`src/rtl/rtp_result_collector.sv`:
```
// Merges per-core traversal hits into one FWFT stream.
// Also tracks run length, per-core finish and completion/timeout.
module rtp_result_collector #(
    parameter int NUM_CH         = 2,
    parameter int DATA_W         = 32,
    parameter int FIFO_DEPTH     = 16,
    parameter int CNT_W          = 64,
    parameter int TIMEOUT_CYCLES = 1048576,
    localparam int CH_W          = (NUM_CH > 1) ? $clog2(NUM_CH) : 1
) (
    input  logic                     clock,
    input  logic                     reset,
    input  logic                     io_start,
    input  logic [NUM_CH-1:0]        io_ch_valid,
    output logic [NUM_CH-1:0]        io_ch_ready,
    input  logic [NUM_CH*DATA_W-1:0] io_ch_ray_id,
    input  logic [NUM_CH*DATA_W-1:0] io_ch_hitT,
    input  logic [NUM_CH-1:0]        io_ch_finish,
    output logic                     io_out_valid,
    input  logic                     io_out_ready,
    output logic [DATA_W-1:0]        io_out_ray_id,
    output logic [DATA_W-1:0]        io_out_hitT,
    output logic [CH_W-1:0]          io_out_ch,
    output logic [CNT_W-1:0]         io_total_cycle,
    output logic [31:0]              io_result_count,
    output logic                     io_busy,
    output logic                     io_all_done,
    output logic                     io_timeout
);

    localparam int AW = $clog2(FIFO_DEPTH);
    localparam int CW = AW + 1;
    localparam int EW = 2 * DATA_W + CH_W;

    typedef enum logic [2:0] {
        S_IDLE, S_RUN, S_DRAIN, S_DONE, S_TIMEOUT
    } state_t;

    state_t              state;
    logic [NUM_CH-1:0]   fin_q;
    logic [CH_W-1:0]     rr_q;
    logic [CNT_W-1:0]    total_q;
    logic [31:0]         res_cnt_q;
    logic [AW-1:0]       wr_ptr, rd_ptr;
    logic [CW-1:0]       count;
    logic [EW-1:0]       mem [FIFO_DEPTH];

    logic                active, full, empty, arb_en, push, pop;
    logic                found, all_fin, timeout_hit, can_start;
    logic [CH_W-1:0]     grant, gidx, rr_next;
    logic [EW-1:0]       head;
    int                  idx;

    assign active    = (state == S_RUN) || (state == S_DRAIN);
    assign can_start = (state == S_IDLE) || (state == S_DONE) ||
                       (state == S_TIMEOUT);
    assign full      = (count == CW'(FIFO_DEPTH));
    assign empty     = (count == '0);
    assign arb_en    = active && !full;

    // First valid core at or after the round-robin pointer.
    always_comb begin
        grant = '0;
        found = 1'b0;
        idx   = 0;
        gidx  = '0;
        for (int k = 0; k < NUM_CH; k++) begin
            idx  = (int'(rr_q) + k) % NUM_CH;
            gidx = CH_W'(idx);
            if (!found && io_ch_valid[gidx]) begin
                found = 1'b1;
                grant = gidx;
            end
        end
    end

    assign push    = arb_en && found;
    assign pop     = !empty && io_out_ready;
    assign rr_next = (grant == CH_W'(NUM_CH - 1)) ? '0 : grant + 1'b1;
    assign io_ch_ready = push ? (NUM_CH'(1) << grant) : '0;

    assign all_fin     = &(fin_q | io_ch_finish);
    assign timeout_hit = (total_q == CNT_W'(TIMEOUT_CYCLES - 1));

    always_ff @(posedge clock or posedge reset) begin
        if (reset) begin
            state     <= S_IDLE;
            fin_q     <= '0;
            rr_q      <= '0;
            total_q   <= '0;
            res_cnt_q <= '0;
        end else begin
            if (active && total_q != '1)
                total_q <= total_q + 1'b1;
            if (push) begin
                res_cnt_q <= res_cnt_q + 32'd1;
                rr_q      <= rr_next;
            end
            if (state == S_RUN)
                fin_q <= fin_q | io_ch_finish;
            case (state)
                S_RUN: begin
                    if (timeout_hit)
                        state <= S_TIMEOUT;
                    else if (all_fin)
                        state <= S_DRAIN;
                end
                S_DRAIN: begin
                    if (timeout_hit)
                        state <= S_TIMEOUT;
                    else if (empty && !(|io_ch_valid) && !push)
                        state <= S_DONE;
                end
                default: ;
            endcase
            if (can_start && io_start) begin
                state     <= S_RUN;
                total_q   <= '0;
                res_cnt_q <= '0;
                fin_q     <= '0;
            end
        end
    end

    always_ff @(posedge clock or posedge reset) begin
        if (reset) begin
            wr_ptr <= '0;
            rd_ptr <= '0;
            count  <= '0;
        end else begin
            if (push) wr_ptr <= wr_ptr + 1'b1;
            if (pop)  rd_ptr <= rd_ptr + 1'b1;
            case ({push, pop})
                2'b10:   count <= count + 1'b1;
                2'b01:   count <= count - 1'b1;
                default: ;
            endcase
        end
    end

    always_ff @(posedge clock) begin
        if (push)
            mem[wr_ptr] <= {io_ch_ray_id[grant*DATA_W +: DATA_W],
                            io_ch_hitT[grant*DATA_W +: DATA_W], grant};
    end

    // Gate the head so every output reads zero while the FIFO is empty.
    assign head          = empty ? '0 : mem[rd_ptr];
    assign io_out_valid  = !empty;
    assign io_out_ray_id = head[EW-1 -: DATA_W];
    assign io_out_hitT   = head[CH_W +: DATA_W];
    assign io_out_ch     = head[CH_W-1:0];

    assign io_total_cycle  = total_q;
    assign io_result_count = res_cnt_q;
    assign io_busy         = active;
    assign io_all_done     = (state == S_DONE);
    assign io_timeout      = (state == S_TIMEOUT);

endmodule

```
`config.mk`:
```
export PLATFORM = sky130hd
export DESIGN_NAME = rtp_result_collector
export DESIGN_NICKNAME = d
export VERILOG_FILES = /design/src/rtl/rtp_result_collector.sv
export SDC_FILE = /design/constraint.sdc
export NUM_CORES = 1
export LEC_CHECK = 0
export ABC_AREA = 1
export CORE_UTILIZATION = 50
export CTS_BUF_LIST = sky130_fd_sc_hd__clkbuf_16
export DETAILED_ROUTE_END_ITERATION = 8
export PLACE_DENSITY = 0.72
export SKIP_CTS_REPAIR_TIMING = 1
export SYNTH_ARGS = -nofsm -noshare
export SYNTH_HDL_FRONTEND = slang
export SYNTH_SLANG_ARGS = --single-unit
```
`constraint.sdc`:
```
create_clock -name clock -period 5.52 [get_ports clock]
set_input_delay 0.828 -clock clock [delete_from_list [all_inputs] [get_ports clock]]
set_output_delay 0.828 -clock clock [all_outputs]
set_load 0.02 [all_outputs]
```
==> run_results.csv, run 1 <==
group,metric,value,unit
run_status,status,"finished, final reports clean",
global_route,grt_pass1_vias,33300,
clocking,cts_inserted_buffers,114,
routing,drtIter0Drc,3978,
clocking,cts.clk_slew.worst_paths,0.06,ns
worst_hold_path,min-delay-path-class,"reg2reg",
power,p_comb_share,36.5,%
power,clkPwrFrac,25.7,%
critical_path,cp.arrival,4.28,ns
power,power_leakage,19.3,nW
synth,seq_area_frac_synth,69.9,%
die,core-area,96700,µm²
finish,n_fill_cell,7589,
routing,m1WireLength,53400,µm
placement,portBuffers,302,
timing,fin_crit_sh,92.5,%
finish,num-nets-final,4592,
synth,yosys.area.top_type,"edfxtp_1",
placement,dp_cells,5605,
power,switching_share,37.8,%
critical_path,startpoint_type,"flop",
power,pwr_density_cell,514,nW/µm²
global_route,grt_first_pass_wirelength,199000,µm
finish,num_antenna_cells,0,
power,peakVddDrop,700,µV
flow_run,drv_cap,0,
clocking,htreeDepth,3,
routing,vias,34900,
synth,syn-cell-area,48800,µm²
clocking,cts_tree,"built",
synth,syn_inst,4225,
timing,drv_slew,0,
global_route,overflow,0,
timing,fmax,196,MHz
synth,synthTopCellsByArea,"edfxtp_1 64%, dfrtp_1 5.9%, nor2_1 5.7%, o21ai_0 5.6%, nand2_1 4.5%",
synth,synth_top_family_by_area,"simple AND/OR/NAND/NOR gates",
timing,slew_headroom,19.6,%
timing,worstMarginPinSlew,1.20,ns
synth,yosys.area_share.simple,13.5,%
timing,hold_viol,0,
global_route,groute.usage.overall,26.5,%
placement,gp_congestion,0.958,
critical_path,crit_path_cell_trace,"buf_12, buf_4, o21ai_0, o221ai_1, o211ai_1, a21oi_1, clkdlybuf4s50_1",
finish,final_core_util,58.9,%
die,die_w,314,µm
die,io_pins,303,
critical_path,worstSetupPathType,"reg2out",
finish,drive_gt1_share,6.01,%
power,power.switching,11.1,mW
synth,syn-num-nets,4372,
synth,synth-warning-count,0,
finish,layout_common_cells,"1040 x edfxtp_1, 723 x nor2_1, 581 x nand2_1",
critical_path,cp_max_fo,235,
clocking,clockBufferDepth,3,
global_route,antenna_found_initial,1,
routing,wirelength,133000,µm
timing,grt_setup_unrepaired,"no",
routing,antenna_left,0,
die,rows,114,
synth,synth_area_per_cell,11.6,µm²
synth,synth_xor_xnor_area_share,0.628,%
synth,synthAdderAreaFrac,0.282,%
clocking,cts_root_buf,"clkbuf_16",
synth,synth_mux_area_share,0,%
placement,dp_hpwl,70500,µm
timing,finClkSkew,0.0429,ns
routing,post-route-drc-count,0,
die,dieHeight,314,µm
timing,setup_viol,0,
power,p_seq_share,37.8,%
clocking,clk_latency,0.72,ns
finish,area_growth,16.8,%
die,initial_core_util,50.5,%
global_route,grt_max_degree,236,
synth,ys_types,38,
timing,post-route-min-period,5.10,ns
die,dieArea,98900,µm²
critical_path,cp_slowest_cell,"clkdlybuf4s50_1",
routing,wire_per_inst,22.8,µm
clocking,cts_sinks,1155,
synth,ys_ff_latch,1155,
finish,layout.cells.non_filler,5819,
routing,met3_length,11300,µm
routing,dr.pass1.iters,7,
routing,met2_length,63700,µm
routing,vias_per_cell,6.00,
synth,synth_compound_area_share,12.5,%
power,p_int,18.2,mW
synth,yosysTopAreaCellShare,64.0,%
finish,final_common_cell,"edfxtp_1",
routing,top_layer,"met4",
critical_path,cpPeakStageDelay,0.68,ns
critical_path,worst_ep_required_time,4.69,ns
critical_path,end_kind,"output pin",
Yosys cell counts:
library cell  number
nor2_1           737
o21ai_1           21
nand3b_1          12
nor2_2             6
nand3_1          160
a21oi_1           87
nor3_1            34
nand4_1           61
ha_1              11
o221ai_1         180
xor2_1            32
clkinv_1           2
buf_6              7
o31ai_1            1
dfrtp_1          115
nor4_1             1
buf_2             32
o21bai_1           8
edfxtp_1        1040
and2_1             2
a31oi_1            3
nand2_2            2
xnor2_1            3
inv_2              2
buf_1             11
a21o_1             2
and3_1             1
nand2_1          582
a211oi_1           1
buf_4              1
o211ai_1          80
o22ai_1           80
inv_1            126
clkbuf_1         212
nor2_4             3
o21ai_0          551
or2_2             15
o21a_1             1
flip-flops by register name, summed over array words and instances (netlist names):
signal           cells
mem               1040
io_total_cycle      64
io_result_count     32
count                5
rd_ptr               4
wr_ptr               4
state                3
fin_q                2
rr_q                 1
metal layers:
layer / up-vias / global-route usage, %
met4: 0 / 10.1
met2: 1796 / 43.3
li1: 15800 / -
met1: 17000 / 36.0
met5: - / 0
met3: 287 / 3.81
stage by stage:
step / area (µm²) / hold slack (ns) / worst slack [ns] / TNS, ns / power, mW
after floorplan: 48800 / 0.442 / -0.834 / -108.42 / 17.7
after global placement: 53400 / 0.459 / 1.35 / 0 / 21.7
after detailed placement: 53400 / 0.477 / 1.24 / 0 / 21.9
after CTS: 57000 / 0.491 / 0.505 / 0 / 29.3
after global routing: 57000 / 0.521 / 0.329 / 0 / 30.5
final: 57000 / 0.486 / 0.415 / 0 / 29.3
area by class of cell:
type / instances / area, µm² / share of cell area (%)
Sequential cell: 1155 / 34100 / 59.9
Multi-Input combinational cell: 2677 / 13300 / 23.3
Timing Repair Buffer: 367 / 3860 / 6.77
Clock buffer: 117 / 2930 / 5.14
Tap cell: 1276 / 1600 / 2.80
Clock inverter: 97 / 709 / 1.24
Inverter: 130 / 514 / 0.902
cell families after synthesis:
family	Yosys count
compound gates	1015
flops	1155
simple gates	1616
xor+xnor	35
fa+ha+maj	11
buf+inv	393
critical path: cells and delay by family, from the launching register on:
kind,cells,cell delay [ns]
AO/OA/AOI/OAI,4,0.93
flip-flops,1,0.49
buffers and inverters,3,1.83
final timing paths:
path,start,to,slack [ns],depth (start not counted)
min in group asynchronous,reset,io_result_count[13],0.64,2
max in group asynchronous,reset,io_total_cycle[60],3.68,3
hold / removal,state[2],state[2],0.49,2
setup reg to reg,io_total_cycle[0],io_total_cycle[23],2.16,13
hold reg to reg,state[2],state[2],0.49,2
setup / recovery,rd_ptr[0],io_out_hitT[21],0.42,7
power by group through the flow:
stage | Combinational [mW] | Sequential, mW | Clock (mW)
2_1_floorplan | 6.49 | 11.2 | 0
3_3_place_gp | 10.5 | 11.2 | 0
3_5_place_dp | 10.6 | 11.2 | 0
4_1_cts | 10.7 | 11.1 | 7.60
5_1_grt | 11.5 | 11.1 | 7.90
6_report | 10.7 | 11.1 | 7.54
Note: power is estimated with default switching activity, not from simulation.
==> run 2, diff against run 1 <==
- ABC_CLOCK_PERIOD_IN_PS: not set -> 5520
- CTS_CLUSTER_DIAMETER: not set -> 100
- SETUP_SLACK_MARGIN: not set -> 0.4
==> run 2 against run 1 <==
  * Clock-buffer cell count is the same
  * Power grew 0.38%
  * Via count grew 0.74%
  * First-iteration DRC count grew 3.2%
  * Die area is the same
  * Routed wire length grew 0.66%
  * Critical path depth is the same
  * Register-to-register slack gained 0.02 ns
  * Combinational power is essentially flat
==> run_results.csv, run 2 (synthesis results as in run 1) <==
group,metric,value,unit
finish,area_growth,16.9,%
clocking,cts_inserted_buffers,114,
timing,slew_headroom,19.5,%
critical_path,crit_family,"buffers and inverters",
critical_path,worst_ep_required_time,4.69,ns
clocking,cts_root_buf,"clkbuf_16",
placement,dp_cells,5605,
routing,wirelength,134000,µm
finish,final_core_util,59.0,%
routing,wire_per_inst,23.0,µm
finish,layout.cells.non_filler,5820,
finish,num_antenna_cells,0,
critical_path,r2r-start,"io_total_cycle[0]",
die,io_pins,303,
placement,portBuffers,302,
power,clkPwrFrac,25.8,%
timing,grt_setup_unrepaired,"no",
worst_hold_path,min-delay-path-class,"reg2reg",
timing,fin_crit_sh,87.0,%
die,core-area,96700,µm²
placement,gp_congestion,0.958,
die,initial_core_util,50.5,%
worst_hold_path,hold_end,"state[2]",
routing,antenna_left,0,
power,p_int,18.3,mW
timing,post-route-min-period,4.80,ns
power,p_total,29.4,mW
critical_path,crit_path_cell_trace,"inv_8, buf_4, o21ai_0, o221ai_1, nand3_1, a21oi_1, clkdlybuf4s50_1",
power,power.switching,11.1,mW
clocking,cts.clk_slew.worst_paths,0.06,ns
clocking,cts_sinks,1155,
critical_path,r2r_end,"io_total_cycle[23]",
die,die_w,314,µm
timing,setup_ws,0.718,ns
finish,regArea,34100,µm²
timing,worstMarginPinSlew,1.20,ns
critical_path,cpPeakStageDelay,0.70,ns
die,rows,114,
critical_path,cp.buffers_inverters,3,
critical_path,reg2reg_depth,13,
finish,multi_input_area,13300,µm²
routing,vias,35200,
finish,largest_reg_flops,1040,
timing,drv_slew,0,
clocking,cts_tree,"built",
finish,n_fill_cell,7585,
critical_path,cp_slowest_cell,"clkdlybuf4s50_1",
global_route,grt_first_pass_wirelength,199000,µm
finish,layout_common_cells,"1040 x edfxtp_1, 723 x nor2_1, 581 x nand2_1",
critical_path,cp.depth,7,
die,dieHeight,314,µm
routing,drtIter0Drc,4105,
clocking,htreeDepth,3,
global_route,grt_max_degree,236,
critical_path,cp.arrival,3.97,ns
placement,place_ws,1.24,ns
timing,hold_viol,0,
timing,setup_viol,0,
critical_path,rrSetupSlack,2.18,ns
routing,vias_per_cell,6.04,
timing,finClkSkew,0.0398,ns
clocking,clockBufferDepth,3,
placement,dp_hpwl,70500,µm
timing,fmax,208,MHz
power,p_comb_share,36.6,%
critical_path,cp_max_fo,117,
power,switching_share,37.8,%
routing,dr.pass1.iters,8,
worst_hold_path,hp-start,"state[2]",
timing,holdWs,0.487,ns
global_route,antenna_found_initial,1,
global_route,groute.usage.overall,26.4,%
power,power_leakage,19.3,nW
clocking,clk_latency,0.72,ns
critical_path,startpoint_type,"flop",
power,peakVddDrop,658,µV
power,p_seq_share,37.7,%
run_status,status,"finished, final reports clean",
critical_path,worstSetupPathType,"reg2out",
finish,drive_gt1_share,6.03,%
finish,final_common_cell,"edfxtp_1",
routing,post-route-drc-count,0,
power,pwr_density_cell,516,nW/µm²
die,dieArea,98900,µm²
flow_run,drv_cap,0,
worst_hold_path,worstHoldPathCells,2,
critical_path,end_kind,"output pin",
global_route,overflow,0,
global_route,grt_pass1_vias,33300,
finish,num-nets-final,4593,
finish,top_register,"mem",
-- run 2: changes by cell type in the layout (fill, tap and decap cells not counted) --
cell       before  now
inv_6           2    4
buf_12         28   27
buf_16          0    1
bufinv_16       8    9
clkbuf_16     117  118
clkinv_2       17   16
clkinv_4        1    0
inv_8           3    2
-- run 2: worst max path at each step --
stage / start / to / slack, ns
final: rd_ptr[0] / io_out_hitT[22] / 0.72
after global routing: rd_ptr[0] / io_out_hitT[22] / 0.58
after global placement: rd_ptr[0] / io_out_hitT[21] / 1.35
after detailed placement: rd_ptr[0] / io_out_hitT[21] / 1.24
after CTS: rd_ptr[0] / io_out_hitT[21] / 0.51
after floorplan: io_ch_valid[1] / mem[11][0] / -0.83
-- run 2: routing by layer --
| metal | share of wire, % | vias up | GRT usage (%) |
|---|---|---|---|
| met3 | 8.8 | 305 | 3.79 |
| met1 | 40 | 17100 | 36.0 |
| li1 | - | 15900 | - |
| met5 | 0 | - | 0 |
| met2 | 48 | 1887 | 43.2 |
| met4 | 3.6 | 0 | 10.2 |
-- run 2: worst register-to-register path, cell delays in order (launching register included) --
cell	delay (ns)
dfrtp_1	0.50
ha_1	0.38
inv_1	0.16
nor2_4	0.17
nand2_2	0.12
nor2_4	0.19
nand2_1	0.11
nor2_2	0.16
nor2_4	0.04
buf_4	0.30
nor2_4	0.46
buf_4	0.48
nand2_1	0.12
o21ai_1	0.10
-- run 2: area by class of cell --
class / count / area share [%]
timing repair buffer: 368 / 6.82
inverter: 130 / 0.901
multi-input combinational: 2677 / 23.3
clock buffer: 117 / 5.13
clock inverter: 97 / 1.28
sequential: 1155 / 59.8
tap: 1276 / 2.80
-- run 2: stage by stage --
step | area (µm²) | TNS (ns)
after floorplan | 48800 | -108.42
after global placement | 53400 | 0
after detailed placement | 53400 | 0
after CTS | 57000 | 0
after global routing | 57100 | 0
final | 57100 | 0
-- run 2: power groups by stage --
stage               logic (mW)  registers [mW]  clock network (mW)
floorplan                 6.49            11.2                   0
finish                    10.8            11.1                7.58
global placement          10.5            11.2                   0
CTS                       10.7            11.1                7.65
detailed placement        10.6            11.2                   0
global route              11.6            11.1                7.95
